[config.mk]
export PLATFORM = sky130hd
export DESIGN_NAME = pcr_reagent_dispenser
export DESIGN_NICKNAME = d
export VERILOG_FILES = /design/src/rtl/pcr_reagent_dispenser.sv
export SDC_FILE = /design/constraint.sdc
export NUM_CORES = 1
export LEC_CHECK = 0
export CORE_UTILIZATION = 55
export CTS_CLUSTER_SIZE = 12
export DETAILED_ROUTE_END_ITERATION = 12
export GPL_TIMING_DRIVEN = 0
export PLACE_DENSITY = 0.79
export SYNTH_ARGS = -nofsm -noshare
export SYNTH_HDL_FRONTEND = slang
export SYNTH_SLANG_ARGS = --single-unit
[constraint.sdc]
create_clock -name clk_i -period 3.1 [get_ports clk_i]
set_input_delay 0.62 -clock clk_i [delete_from_list [all_inputs] [get_ports clk_i]]
set_output_delay 0.62 -clock clk_i [all_outputs]
set_load 0.02 [all_outputs]
[src/rtl/pcr_reagent_dispenser.sv]
// rtl/pcr_reagent_dispenser.sv - reagent inlet sequencer: per-inlet valve/pump stepping, then outlet flush
module pcr_reagent_dispenser #(
    parameter int N_CH       = 6,
    parameter int VOL_W      = 8,
    parameter int STEP_DIV   = 4,
    parameter int SETTLE_CYC = 3,
    parameter int FLUSH_CYC  = 16
) (
    input  logic                    clk_i,
    input  logic                    rst_i,
    input  logic                    vol_wr_en_i,
    input  logic [$clog2(N_CH)-1:0] vol_wr_idx_i,
    input  logic [VOL_W-1:0]        vol_wr_data_i,
    input  logic                    start_i,
    input  logic                    abort_i,
    output logic [N_CH-1:0]         valve_open_o,
    output logic [N_CH-1:0]         pump_step_o,
    output logic                    out_valve_o,
    output logic                    busy_o,
    output logic                    done_o,
    output logic                    aborted_o
);
    localparam int IDX_W   = $clog2(N_CH);
    localparam int CH_W    = $clog2(N_CH + 1);
    localparam int MAX_A   = (STEP_DIV > SETTLE_CYC) ? STEP_DIV : SETTLE_CYC;
    localparam int CNT_MAX = (MAX_A > FLUSH_CYC) ? MAX_A : FLUSH_CYC;
    localparam int CNT_W   = $clog2(CNT_MAX + 1);

    typedef enum logic [2:0] {
        S_IDLE, S_SKIPCHK, S_OPEN, S_PUMP, S_CLOSE, S_FLUSH, S_FIN
    } state_t;

    state_t            state_q, state_d;
    logic [CH_W-1:0]   ch_q, ch_d;
    logic [CNT_W-1:0]  cnt_q, cnt_d;
    logic [VOL_W-1:0]  vrem_q, vrem_d;
    logic              aborted_q, aborted_d;
    logic              snap;
    logic [VOL_W-1:0]  vol_q  [N_CH];
    logic [VOL_W-1:0]  work_q [N_CH];
    logic [IDX_W-1:0]  ch_idx;
    logic [VOL_W-1:0]  cur_vol;
    logic [N_CH-1:0]   ch_oh;
    logic              in_range;

    // ch_q reaches N_CH after the last inlet closes, so guard the working-set read
    assign in_range = (ch_q < CH_W'(N_CH));
    assign ch_idx   = ch_q[IDX_W-1:0];
    assign cur_vol  = in_range ? work_q[ch_idx] : '0;
    assign ch_oh    = N_CH'(1) << ch_q;

    assign valve_open_o = (state_q == S_OPEN || state_q == S_PUMP) ? ch_oh : '0;
    assign pump_step_o  = (state_q == S_PUMP && cnt_q == '0) ? ch_oh : '0;
    assign out_valve_o  = (state_q == S_FLUSH);
    assign busy_o       = (state_q != S_IDLE) && (state_q != S_FIN);
    assign done_o       = (state_q == S_FIN);
    assign aborted_o    = aborted_q;

    always_comb begin
        state_d   = state_q;
        ch_d      = ch_q;
        cnt_d     = cnt_q;
        vrem_d    = vrem_q;
        aborted_d = 1'b0;
        snap      = 1'b0;
        case (state_q)
            S_IDLE: begin
                if (start_i && !abort_i) begin
                    state_d = S_SKIPCHK;
                    ch_d    = '0;
                    cnt_d   = '0;
                    snap    = 1'b1;
                end
            end
            S_SKIPCHK: begin
                cnt_d = '0;
                if (!in_range) begin
                    state_d = S_FLUSH;
                end else if (cur_vol != '0) begin
                    state_d = S_OPEN;
                end else if (ch_q == CH_W'(N_CH - 1)) begin
                    state_d = S_FLUSH;
                end else begin
                    ch_d = ch_q + CH_W'(1);
                end
            end
            S_OPEN: begin
                if (cnt_q == CNT_W'(SETTLE_CYC - 1)) begin
                    state_d = S_PUMP;
                    cnt_d   = '0;
                    vrem_d  = cur_vol;
                end else begin
                    cnt_d = cnt_q + CNT_W'(1);
                end
            end
            S_PUMP: begin
                // vrem counts pulses still owed, including the window in progress
                if (cnt_q == CNT_W'(STEP_DIV - 1)) begin
                    cnt_d = '0;
                    if (vrem_q == VOL_W'(1)) begin
                        state_d = S_CLOSE;
                    end else begin
                        vrem_d = vrem_q - VOL_W'(1);
                    end
                end else begin
                    cnt_d = cnt_q + CNT_W'(1);
                end
            end
            S_CLOSE: begin
                if (cnt_q == CNT_W'(SETTLE_CYC - 1)) begin
                    state_d = S_SKIPCHK;
                    cnt_d   = '0;
                    ch_d    = ch_q + CH_W'(1);
                end else begin
                    cnt_d = cnt_q + CNT_W'(1);
                end
            end
            S_FLUSH: begin
                if (cnt_q == CNT_W'(FLUSH_CYC - 1)) begin
                    state_d = S_FIN;
                    cnt_d   = '0;
                end else begin
                    cnt_d = cnt_q + CNT_W'(1);
                end
            end
            S_FIN: begin
                state_d = S_IDLE;
            end
            default: begin
                state_d = S_IDLE;
            end
        endcase
        if (abort_i && state_q != S_IDLE && state_q != S_FIN) begin
            state_d   = S_IDLE;
            ch_d      = '0;
            cnt_d     = '0;
            aborted_d = 1'b1;
        end
    end

    always_ff @(posedge clk_i) begin
        if (rst_i) begin
            state_q   <= S_IDLE;
            ch_q      <= '0;
            cnt_q     <= '0;
            vrem_q    <= '0;
            aborted_q <= 1'b0;
            vol_q     <= '{default: '0};
            work_q    <= '{default: '0};
        end else begin
            state_q   <= state_d;
            ch_q      <= ch_d;
            cnt_q     <= cnt_d;
            vrem_q    <= vrem_d;
            aborted_q <= aborted_d;
            if (vol_wr_en_i && !busy_o && ({1'b0, vol_wr_idx_i} < (IDX_W + 1)'(N_CH))) begin
                vol_q[vol_wr_idx_i] <= vol_wr_data_i;
            end
            if (snap) begin
                work_q <= vol_q;
            end
        end
    end
endmodule

==> impl_metrics.yaml <==
die:
  die_w_microns: 101
  core_sq_um: 9420
  num_io_pins: 32
  rows: 35
  dieArea_sq_um: 10300
  die_h_microns: 101
  initial_core_util_pct: 57.6
detailed_routing:
  drt-wirelength-per-cell_microns: 17.7
  drc_errors: 0
  drtIter0Drc: 413
  antenna_left: 0
  drt-pass1-iter-count: 5
  num_vias: 4930
  routed_wl_mm: 14.7
  viasPerCell: 5.95
global_route:
  grtUsageTotal_pct: 30.5
  grt_pass1_vias: 4681
  grt_max_degree: 20
  grt_pass1_wl_mm: 23.5
  grt.overflow.total: 0
  antenna_found_initial: 0
clock_tree:
  cts-root-buf: "clkbuf_8"
  clk_pin_slew_ps: 60
  cts_max_path_buffers: 2
  cts.sinks: 116
  cts_tree: "built"
  cts_inserted_buffers: 17
  htree_num_levels: 4
  clk_latency_ps: 520
status:
  status: "finished, final reports clean"
critical_path:
  startpoint_type: "register"
  arrival_ps: 2320
  crit_path_max_incr_delay_ps: 540
  cp_top_family: "buffers and inverters"
  cpMaxStageDelayCell: "dfxtp_1"
  path_class: "reg -> out"
  endpoint_kind: "primary output"
  critPathMostFrequentCell: "inv_1"
  path_cells: "inv_1 > ha_1 > inv_1 > nor2_1 > clkdlybuf4s50_1"
  cp_max_fo: 14
  critPathRequiredTime_ps: 2480
  path_buf_inv: 3
synthesis:
  yosysSeqAreaShare_pct: 42.8
  syn_area_sq_um: 5430
  ys_ff_latch: 116
  async_flop_share_pct: 0
  synth_warnings: 0
  ys.flop_type: "dfxtp_1"
  synth_edf_count: 0
  syn_inst: 644
  avgSynthCellArea_sq_um: 8.42
  synth_cell_types: 57
  synth_fp_nets: 672
layout:
  final_core_util_pct: 68.6
  nFillCells: 762
  finish.instance_area_sq_um: 6460
  drive_gt1_share_pct: 7.57
  area_delta_synth_final_pct: 19.1
  mostFrequentLayoutCells: "nand2_1, dfxtp_1, nor2_1, a21oi_1, mux2i_1"
  final_common_cell: "nand2_1"
  final_nets: 717
  n_antenna_cell: 0
pwr:
  leakage_nw: 2.41
  vdd_ir_drop_max_v: 0.000589
  power_density_nw_per_um2: 623
sta:
  setup_viol: 0
  worst_pin_slew_ps: 1020
  fmax_mhz: 341
  hold_violations: 0
  final_max_slew_viol_count: 0
  rsz0062_at_grt: "false"
  period_share_pct: 94.7
  max_slew_margin_pct: 31.5
  fin_skew_ps: 13.1
  setup_tns_ps: 0
  min_period_ps: 2940
job:
  maxCapViolations: 0
placed_design:
  dp_hpwl_mm: 10.7
  gp_congestion: 0.936
  placed_cell_area_sq_um: 5890
  portBuffers: 30
hold_path:
  worstHoldPathType: "reg -> reg"
==> routing by layer <==
layer | wire length [microns] | vias to the layer above | track usage [%]
met2 | 7060 | 192 | 51.5
met1 | 6150 | 2368 | 37.1
li1 | - | 2324 | -
met3 | 932 | 46 | 6.21
met4 | 521 | 0 | 15.4
met5 | 0 | - | 0
==> final cells by class <==
class | count | area (sq um) | area share, %
sequential | 116 | 2320 | 36.0
clock buffer | 19 | 442 | 6.83
timing repair buffer | 31 | 313 | 4.84
inverter | 13 | 48.8 | 0.755
multi-input combinational | 475 | 2900 | 44.9
tap | 129 | 161 | 2.50
buffer | 35 | 145 | 2.25
clock inverter | 11 | 129 | 1.99
==> cell families after synthesis <==
kind of cell             synth area share (%)
AND/OR/NAND/NOR                          21.0
flip-flops                               42.8
XOR/XNOR                                0.323
AO/OA/AOI/OAI                            14.3
multiplexers                             14.9
adder cells (fa/ha/maj)                  2.77
buffers and inverters                    3.92
==> worst paths after layout <==
kind / cells past startpoint / slack, ps / startpoint / endpoint
setup / recovery: 5 / 160 / ch_idx[2]$_SDFFE_PP0P_ / pump_step_o[3]
hold / removal: 2 / 450 / vol_q[8]$_SDFFE_PP0P_ / work_q[8]$_SDFFE_PP0P_
setup reg to reg: 8 / 350 / cnt_q[1]$_SDFFE_PP0P_ / vrem_q[6]$_SDFFE_PP0P_
hold reg to reg: 2 / 450 / vol_q[8]$_SDFFE_PP0P_ / work_q[8]$_SDFFE_PP0P_
==> Yosys cell counts, types with 2 or more instances <==
library cell / number / area share [%]
a22oi_1: 7 / 0.97
a221oi_1: 2 / 0.32
nor4b_1: 2 / 0.32
a222oi_1: 3 / 0.55
a211oi_1: 5 / 0.69
clkbuf_1: 32 / 2.2
nand3b_1: 3 / 0.42
nand3_1: 5 / 0.46
xnor2_1: 2 / 0.32
nand2b_1: 8 / 0.92
inv_1: 13 / 0.90
mux2_1: 3 / 0.62
mux2i_1: 57 / 11
o21ai_0: 11 / 1.0
o211ai_1: 2 / 0.28
o21ai_1: 3 / 0.28
nor3_1: 8 / 0.74
a31o_2: 3 / 0.48
o2bb2ai_1: 2 / 0.32
mux4_2: 3 / 1.2
ha_1: 12 / 2.8
mux2_2: 5 / 1.0
a21oi_1: 73 / 6.7
nor2_1: 90 / 6.2
buf_1: 4 / 0.28
o22ai_1: 2 / 0.23
nand2_1: 124 / 8.6
buf_2: 2 / 0.18
nor3b_1: 5 / 0.69
mux4_1: 3 / 1.5
dfxtp_1: 116 / 43
or4_1: 3 / 0.42
nor2b_1: 3 / 0.35
and2_1: 4 / 0.46
nor4_1: 2 / 0.23
==> flip-flops by register name, indices dropped and copies added (netlist names) <==
name       count
ch_idx         3
cnt_q          5
work_q        48
state_q        3
vol_q         48
aborted_o      1
vrem_q         8
==> power breakdown <==
part	switching, mW	leakage (nW)	total, mW	internal (mW)
combinational	0.380	1.19	0.598	0.218
clock	0.692	0.277	1.87	1.18
sequential	0.0279	0.936	1.56	1.53
==> through the flow <==
step                      power (mW)  cells  hold WS [ps]  setup WS (ps)
after floorplan                 2.00    644           431            689
after global routing            4.17    829           470           43.7
after global placement          2.16    803           436           -150
after detailed placement        2.17    803           446           -259
after CTS                       4.04    830           455           14.6
final                           4.03    829           454            164
==> timing repair <==
| item | 4_1_cts | 5_1_grt |
|---|---|---|
| gates resized for setup | 3 | 3 |
| pin swaps | 1 | 0 |
| hold buffers | 0 | 0 |
| endpoints found under the setup margin | 11 | 6 |
| setup buffers | 1 | 0 |
==> worst min-delay path, stage by stage, from the launching register on <==
cell and delay (ps):
dfxtp_1 310, nand2_1 50, a21oi_1 50
Note: power is estimated with default switching activity, not from simulation.
